`config.mk`:
```
export PLATFORM = sky130hd
export DESIGN_NAME = seq_divider
export DESIGN_NICKNAME = d
export VERILOG_FILES = /design/src/rtl/core_pkg.sv /design/src/rtl/div_step.sv /design/src/rtl/seq_divider.sv
export SDC_FILE = /design/constraint.sdc
export NUM_CORES = 1
export LEC_CHECK = 0
export CORE_MARGIN = 2
export CORE_UTILIZATION = 60
export DETAILED_ROUTE_END_ITERATION = 10
export HOLD_SLACK_MARGIN = 0.1
export PLACE_DENSITY = 0.86
export SKIP_LAST_GASP = 1
export SLEW_MARGIN = 20
export SYNTH_ARGS = -nofsm -noshare
export SYNTH_HDL_FRONTEND = slang
export SYNTH_SLANG_ARGS = --single-unit
```
`constraint.sdc`:
```
create_clock -name clk -period 7 [get_ports clk]
set_input_delay 0.7 -clock clk [delete_from_list [all_inputs] [get_ports clk]]
set_output_delay 0.7 -clock clk [all_outputs]
set_load 0.03 [all_outputs]
```
`src/rtl/core_pkg.sv`:
```
// Shared divider definitions: FSM state encoding and the special-case constants
// used when detecting divide-by-zero and signed overflow.
package core_pkg;

  localparam int XLEN = 64;

  typedef enum logic [1:0] {
    S_IDLE = 2'd0,
    S_CALC = 2'd1,
    S_FIX  = 2'd2,
    S_DONE = 2'd3
  } div_state_e;

  localparam logic [XLEN-1:0] DIV_ZERO_Q = {XLEN{1'b1}};
  localparam logic [XLEN-1:0] SIGNED_MIN = {1'b1, {(XLEN-1){1'b0}}};

endpackage

```
`src/rtl/div_step.sv`:
```
// One restoring-division iteration: shift the quotient MSB into the partial
// remainder and subtract the divisor magnitude when it fits.
module div_step #(
  parameter int BUS_WIDTH = 64
) (
  input  logic [BUS_WIDTH:0]   i_rem,
  input  logic [BUS_WIDTH-1:0] i_quo,
  input  logic [BUS_WIDTH-1:0] i_dsr,
  output logic [BUS_WIDTH:0]   o_rem,
  output logic [BUS_WIDTH-1:0] o_quo
);

  logic [BUS_WIDTH+1:0] w_rem_sh;
  logic [BUS_WIDTH+1:0] w_dsr_ext;
  logic                 w_ge;

  assign w_rem_sh  = {i_rem, i_quo[BUS_WIDTH-1]};
  assign w_dsr_ext = {2'b00, i_dsr};
  assign w_ge      = (w_rem_sh >= w_dsr_ext);

  assign o_rem = w_ge ? (BUS_WIDTH+1)'(w_rem_sh - w_dsr_ext) : w_rem_sh[BUS_WIDTH:0];
  assign o_quo = {i_quo[BUS_WIDTH-2:0], w_ge};

endmodule

```
`src/rtl/seq_divider.sv`:
```
// Iterative radix-2 restoring divider for DIV/DIVU/REM/REMU. Stalls the
// pipeline while iterating and presents the result in a single done cycle.
module seq_divider
  import core_pkg::*;
#(
  parameter int BUS_WIDTH = 64,
  parameter int CNT_WIDTH = 6
) (
  input  logic                 clk,
  input  logic                 rst,
  input  logic                 start,
  input  logic                 kill,
  input  logic                 is_signed,
  input  logic                 is_rem,
  input  logic [BUS_WIDTH-1:0] dividend,
  input  logic [BUS_WIDTH-1:0] divisor,
  output logic                 div_stall,
  output logic                 done,
  output logic [BUS_WIDTH-1:0] result
);

  localparam logic [BUS_WIDTH-1:0] L_ONES     = DIV_ZERO_Q[XLEN-1 -: BUS_WIDTH];
  localparam logic [BUS_WIDTH-1:0] L_MIN      = SIGNED_MIN[XLEN-1 -: BUS_WIDTH];
  localparam logic [CNT_WIDTH-1:0] L_CNT_LAST = CNT_WIDTH'(BUS_WIDTH - 1);

  div_state_e r_state;
  div_state_e w_state_next;

  logic [CNT_WIDTH-1:0] r_cnt;
  logic [BUS_WIDTH:0]   r_rem;
  logic [BUS_WIDTH-1:0] r_quo;
  logic [BUS_WIDTH-1:0] r_dsr;
  logic [BUS_WIDTH-1:0] r_result;
  logic                 r_is_rem;
  logic                 r_neg_q;
  logic                 r_neg_r;

  logic                 w_accept;
  logic                 w_dvd_neg;
  logic                 w_dsr_neg;
  logic [BUS_WIDTH-1:0] w_dvd_mag;
  logic [BUS_WIDTH-1:0] w_dsr_mag;
  logic                 w_div_zero;
  logic                 w_ovf;
  logic                 w_special;
  logic [BUS_WIDTH-1:0] w_special_res;
  logic [BUS_WIDTH:0]   w_step_rem;
  logic [BUS_WIDTH-1:0] w_step_quo;
  logic [BUS_WIDTH-1:0] w_quo_signed;
  logic [BUS_WIDTH-1:0] w_rem_signed;

  // Operand decode happens only in the acceptance cycle; later changes are ignored.
  assign w_dvd_neg  = is_signed & dividend[BUS_WIDTH-1];
  assign w_dsr_neg  = is_signed & divisor[BUS_WIDTH-1];
  assign w_dvd_mag  = w_dvd_neg ? (~dividend + 1'b1) : dividend;
  assign w_dsr_mag  = w_dsr_neg ? (~divisor + 1'b1) : divisor;
  assign w_div_zero = (divisor == '0);
  assign w_ovf      = is_signed & (dividend == L_MIN) & (divisor == L_ONES);
  assign w_special  = w_div_zero | w_ovf;

  always_comb begin
    w_special_res = '0;
    if (w_div_zero) begin
      w_special_res = is_rem ? dividend : L_ONES;
    end else if (!is_rem) begin
      w_special_res = dividend;
    end
  end

  div_step #(
    .BUS_WIDTH (BUS_WIDTH)
  ) u_div_step (
    .i_rem (r_rem),
    .i_quo (r_quo),
    .i_dsr (r_dsr),
    .o_rem (w_step_rem),
    .o_quo (w_step_quo)
  );

  assign w_quo_signed = r_neg_q ? (~r_quo + 1'b1) : r_quo;
  assign w_rem_signed = r_neg_r ? (~r_rem[BUS_WIDTH-1:0] + 1'b1) : r_rem[BUS_WIDTH-1:0];

  always_ff @(posedge clk or negedge rst) begin
    if (!rst) begin
      r_state <= S_IDLE;
    end else begin
      r_state <= w_state_next;
    end
  end

  always_comb begin
    w_state_next = r_state;
    div_stall    = 1'b0;
    done         = 1'b0;
    w_accept     = 1'b0;
    case (r_state)
      S_IDLE: begin
        if (start && !kill) begin
          w_accept     = 1'b1;
          div_stall    = 1'b1;
          w_state_next = w_special ? S_DONE : S_CALC;
        end
      end
      S_CALC: begin
        div_stall = 1'b1;
        if (r_cnt == '0) begin
          w_state_next = S_FIX;
        end
      end
      S_FIX: begin
        div_stall    = 1'b1;
        w_state_next = S_DONE;
      end
      S_DONE: begin
        // start seen here still belongs to the retiring instruction
        done         = 1'b1;
        w_state_next = S_IDLE;
      end
      default: w_state_next = S_IDLE;
    endcase
    if (kill) begin
      w_state_next = S_IDLE;
      div_stall    = 1'b0;
      done         = 1'b0;
    end
  end

  always_ff @(posedge clk or negedge rst) begin
    if (!rst) begin
      r_cnt    <= '0;
      r_rem    <= '0;
      r_quo    <= '0;
      r_dsr    <= '0;
      r_result <= '0;
      r_is_rem <= 1'b0;
      r_neg_q  <= 1'b0;
      r_neg_r  <= 1'b0;
    end else if (w_accept) begin
      r_is_rem <= is_rem;
      r_neg_q  <= w_dvd_neg ^ w_dsr_neg;
      r_neg_r  <= w_dvd_neg;
      if (w_special) begin
        r_result <= w_special_res;
      end else begin
        r_quo <= w_dvd_mag;
        r_rem <= '0;
        r_dsr <= w_dsr_mag;
        r_cnt <= L_CNT_LAST;
      end
    end else if (r_state == S_CALC && !kill) begin
      r_rem <= w_step_rem;
      r_quo <= w_step_quo;
      if (r_cnt != '0) begin
        r_cnt <= r_cnt - 1'b1;
      end
    end else if (r_state == S_FIX && !kill) begin
      r_result <= r_is_rem ? w_rem_signed : w_quo_signed;
    end
  end

  assign result = r_result;

endmodule

```
# [Yosys cells after proc, flatten, opt, wreduce, memory -nomap -nowiden]
# Index checks and enable logic that the tools add are counted.
[totals] regBits=268 in_bits=134 output_inout_bits=66
[classes] n_addsub=6 n_lt_le_gt_ge=1 n_eq_ne=10 muxes=34 bitwise=11 reduce_logical=17
[ops] op="$mux W64" count=15
[ops] op="$mux W65" count=4
[ops] op="$add A64 B1 Y64 const B" count=4
[ops] op="$not A64 Y64" count=4
[ops] op="$eq A64 B64 Y1 const B" count=2
[ops] op="$ge A66 B64 Y1" count=1
[ops] op="$sub A65 B64 Y65" count=1
[ops] op="$logic_not A64 Y1" count=1
[ops] op="$mux W6" count=4
[ops] op="$mux W2" count=4
[ops] op="$pmux W2 S4" count=1
[ops] op="$logic_not A6 Y1" count=1
[ops] op="$ne A3 B3 Y1 const B" count=2
[ops] op="$reduce_and A2 Y1" count=3
[ops] op="$reduce_and A3 Y1" count=2
[ops] op="$reduce_bool A2 Y1" count=3
[ops] op="$reduce_bool A6 Y1" count=1
[ops] op="$sub A6 B1 Y6 const B" count=1
[ops] op="$mux W1" count=5
[ops] op="$and A1 B1 Y1" count=4
[ops] op="$eq A2 B2 Y1 const B" count=2
[ops] op="$ne A2 B2 Y1 const B" count=2
[ops] op="$logic_and A1 B1 Y1" count=3
[ops] op="$eq A2 B1 Y1 const B" count=1
[ops] op="other kinds (8)" count=8

# [Depth between registers and ports, before layout]
[depth] depth_word=8 ltp_mapped=16

# [Cells and area by module]
# A second synthesis with hierarchy kept.
[unflattened] hier_cells=3014 area_unflattened_um2=23617.7
[modules_own_cells] module="seq_divider" n_inst=1 cells_each=2174 area_per_inst_um2=17917.2 seq_area_each_um2=6706.4
[modules_own_cells] module="div_step" n_inst=1 cells_each=840 area_per_inst_um2=5700.5 seq_area_each_um2=0.0

# [Worst setup path before layout]
# OpenSTA, ideal clock, no wires.
[synth_path] path_kind="input to register" from="input dividend[1]" to="register r_quo[45]" t_arrival_ns=3.653 slack_ns=3.226 path_stages=12 path_buffers=2 cell_sequence="inv_1 ha_1 or3b_2 or3_1 nor4_1 nand4_1 o211ai_1 buf_2 nand2_1 buf_2 o211ai_1 nand2_1"
[synth_via] elab_chain_cells=6
[synth_rtl] item="start, declared" line_no="seq_divider.sv:15" text="input logic [BUS_WIDTH-1:0] dividend,"
[synth_rtl] item="parallel branches: the longest is 6 deep, another holds $add A64 B1 Y64"
[synth_rtl] item="end signal, assigned" line_no="seq_divider.sv:145" text="r_quo <= w_dvd_mag;"
[synth_rtl] item="end signal, assigned" line_no="seq_divider.sv:152" text="r_quo <= w_step_quo;"
[synth_rtl] item="end, declared" line_no="seq_divider.sv:31" text="logic [BUS_WIDTH-1:0] r_quo;"
# Several ways; the timed one is not identified. The select of a mux whose other input is x is not followed.
# A chain may end at the register's enable or synchronous reset.

# [Final worst setup path]
[layout_path] from="register r_quo[63]" to="register r_rem[64]"
[layout_via] elab_chain_cells=4
[layout_rtl] item="$sub A65 B64 Y65 or $ge A66 B64 Y1 (tied branches)" line_no="div_step.sv:21, div_step.sv:19"
[layout_rtl] item="$mux W65 *" line_no="div_step.sv:21" text="assign o_rem = w_ge ? (BUS_WIDTH+1)'(w_rem_sh - w_dsr_ext) : w_rem_sh[BUS_WIDTH:0];"
[layout_rtl] item="$mux W65 *" line_no="seq_divider.sv:150" text="end else if (r_state == S_CALC && !kill) begin"
[layout_rtl] item="$mux W65 *" line_no="seq_divider.sv:138" text="end else if (w_accept) begin"
[layout_rtl] item="end signal, assigned" line_no="seq_divider.sv:151" text="r_rem <= w_step_rem;"
[layout_rtl] item="end, declared" line_no="seq_divider.sv:30" text="logic [BUS_WIDTH:0] r_rem;"
# Every way passes the cells marked *; elsewhere a longest branch is shown, timed or not. The select of a mux whose other input is x is not followed.

==> flow_summary.ini <==
[run_status]
status = completed

[sta]
worst_hold_slack_ns = 0.197
fin_skew_ns = 0.0421
period_minus_slack_ns = 4.75
slew_violations = 0
max_slew_margin = 0.235
period_share = 0.678
fmax_ghz = 0.211
setup_viol = 0
final-hold-violation-count = 0
rsz0062_at_grt = false
finalSetupTns_ns = 0
tightest_slew_ns = 1.14

[cts]
clkTransAtPathRegs_ns = 0.06
ctsHoldBuffers = 0
cts-root-buf = clkbuf_16
ctsResizeCount = 0
post-cts-setup-buffers = 0
cts_tree = yes
cts_sinks = 268
htree_levels = 1
clock_path_buffers = 3
clkLatencyLatePin_ns = 0.61
numCtsBuffers = 31

[global_route]
grt_pass1_wl_um = 119000
grt_pass1_vias = 22000
antenna_found_initial = 1
overflow = 0
grt_use_total = 0.386
grt_max_degree = 138

[routing]
wl_per_cell_um = 21.8
viasPerCell = 6.58
ant_nets = 0
drc = 0
vias = 23000
first_iter_violations = 2325
wl_um = 76100
first_pass_iters = 6

[place]
dp.cells = 3431
portBuffers = 199
dpl.hpwl_um = 56200
gp_congestion = 0.974

[worst_setup_path]
cp.required_ns = 7.51
start_kind = flop
cpPeakStageDelay_ns = 0.81
crit_family = compound AO/OA/AOI/OAI gates
crit_fanout = 4
worstPathBufferInverterCount = 2
crit_path_top_delay_cell = o41ai_1
path_cells = inv_1, ha_1, inv_1, fa_1, a211oi_1, o211ai_1, nand3_1, a21oi_1, o41ai_1, o21ai_0, a31o_2, a221o_1, or4_1, nand3_1
critPathKind = reg -> reg
arrival_ns = 5.25
cp-end-kind = flop

[pwr]
leakagePower_nw = 10.4
p_comb_frac = 0.628
switching_power_mw = 6.35
swShare = 0.509
power_frac_clock = 0.138
vdd_drop_max_mv = 0.273
p_int_mw = 6.12
power_frac_seq = 0.234
p_per_area_mw_per_mm2 = 490

[synth]
synth_cell_types = 69
ys_top_cells_by_area = dfrtp_1, nand2_1, o21ai_0
syn-num-nets = 3139
synth_top_family_by_area = compound AO/OA/AOI/OAI gates
yosysSeqAreaShare = 0.300
ys_ff_latch = 268
syn-cell-area_mm2 = 0.0224
synth_compound_area_frac = 0.260
synthFlopType = dfrtp_1
synth-simple-area-share = 0.204
synth_top_area_cell = dfrtp_1
synth-xor-area-share = 0.116
async_flop_share = 1.00
syn_area_per_cell_um2 = 7.64
netlist_instances = 2927
synth-adder-area-share = 0.0440
ys_warn_count = 0
yosysTopAreaCellShare = 0.300
synth_edf_count = 0
muxShareOfSynthArea = 0.0211

[min_path]
hold_class = in -> async

[cells_and_area]
final_common_cell = nand2_1
diodes = 0
n_fill_cell = 3017
drive_above_1_share = 0.0414
final_nets = 3208
stdcell_count = 3488
area_growth_pct = 13.8
final_cell_mix = nand2_1, o21ai_0, a21oi_1, dfrtp_1, nor2_1

[floorplanning]
io_pins = 200
fp-row-count = 70
die_w_um = 197
coreArea_mm2 = 0.0367
die_height_um = 197
initial_core_util = 0.610
dieArea_mm2 = 0.0389

[run]
max_cap_violations = 0
[power groups by stage]
stage          sequential (mW)  combinational, mW  clock (mW)
5_1_grt                   2.99               8.55        1.80
3_3_place_gp              2.86               7.46           0
2_1_floorplan             2.99               5.27           0
6_report                  2.92               7.82        1.73
3_5_place_dp              2.90               7.62           0
4_1_cts                   2.88               7.68        1.74
[state kept, by name (all words and copies together) (netlist names), 2 cells and up]
register	flops
r_rem	65
r_dsr	64
r_state	2
r_cnt	6
result	64
r_quo	64
[Yosys cell counts (62+ instances only)]
library cell    n
a21oi_1       271
clkbuf_1      140
dfrtp_1       268
ha_1           77
inv_1         110
nand2_1       381
nor2_1        250
nor3_1         64
o211ai_1       62
o21ai_0       283
o31ai_1        76
xnor2_1       161
xor2_1        136
[final cells by class]
type / count / area (um^2) / share of cell area
multi-input combinational: 2362 / 14500 / 0.569
timing repair buffer: 223 / 2200 / 0.0865
inverter: 110 / 413 / 0.0162
tap: 468 / 586 / 0.0230
clock inverter: 13 / 151 / 0.00595
clock buffer: 44 / 915 / 0.0359
sequential: 268 / 6710 / 0.264
[metrics by stage]
step	power, mW	setup WS (ns)	util	instance area (um^2)
floorplan	8.27	3.23	-	22400
global placement	10.3	1.90	0.665	24400
detailed placement	10.5	1.74	0.665	24400
CTS	12.3	2.32	0.694	25500
global route	13.3	2.07	0.694	25500
finish	12.5	2.25	0.694	25500
[layer usage]
metal  routed length [um]  global-route usage
met5                   11                   0
met4                 3140               0.152
met3                 7140              0.0579
met2                33700               0.606
met1                32100               0.536
[logic make-up after synthesis]
group                      count (synthesis)
xor gates and xnor gates                 297
AOI/OAI and AO/OA                        954
and+or+nand+nor                          986
buffers and inverters                    297
DFF                                      268
adders and majority gates                 78
muxes                                     47
[worst register-to-register path: stages (launching register included)]
cell      delay, ns
dfrtp_1        0.53
inv_1          0.11
ha_1           0.14
inv_1          0.07
fa_1           0.43
a211oi_1       0.40
o211ai_1       0.19
nand3_1        0.16
a21oi_1        0.15
o41ai_1        0.81
o21ai_0        0.44
a31o_2         0.39
a221o_1        0.36
or4_1          0.40
nand3_1        0.11
[worst paths after layout]
kind / start / end / slack, ns / depth (start not counted)
setup / recovery: r_quo[63] / r_rem[64] / 2.25 / 14
hold / removal: rst / result[8] / 0.20 / 1
setup reg to reg: r_quo[63] / r_rem[64] / 2.25 / 14
hold reg to reg: r_dsr[37] / r_dsr[37] / 0.48 / 2
max in group asynchronous: rst / r_rem[55] / 5.23 / 2
min in group clk: r_dsr[37] / r_dsr[37] / 0.48 / 2
No activity file was read; power rests on OpenSTA's default activity.
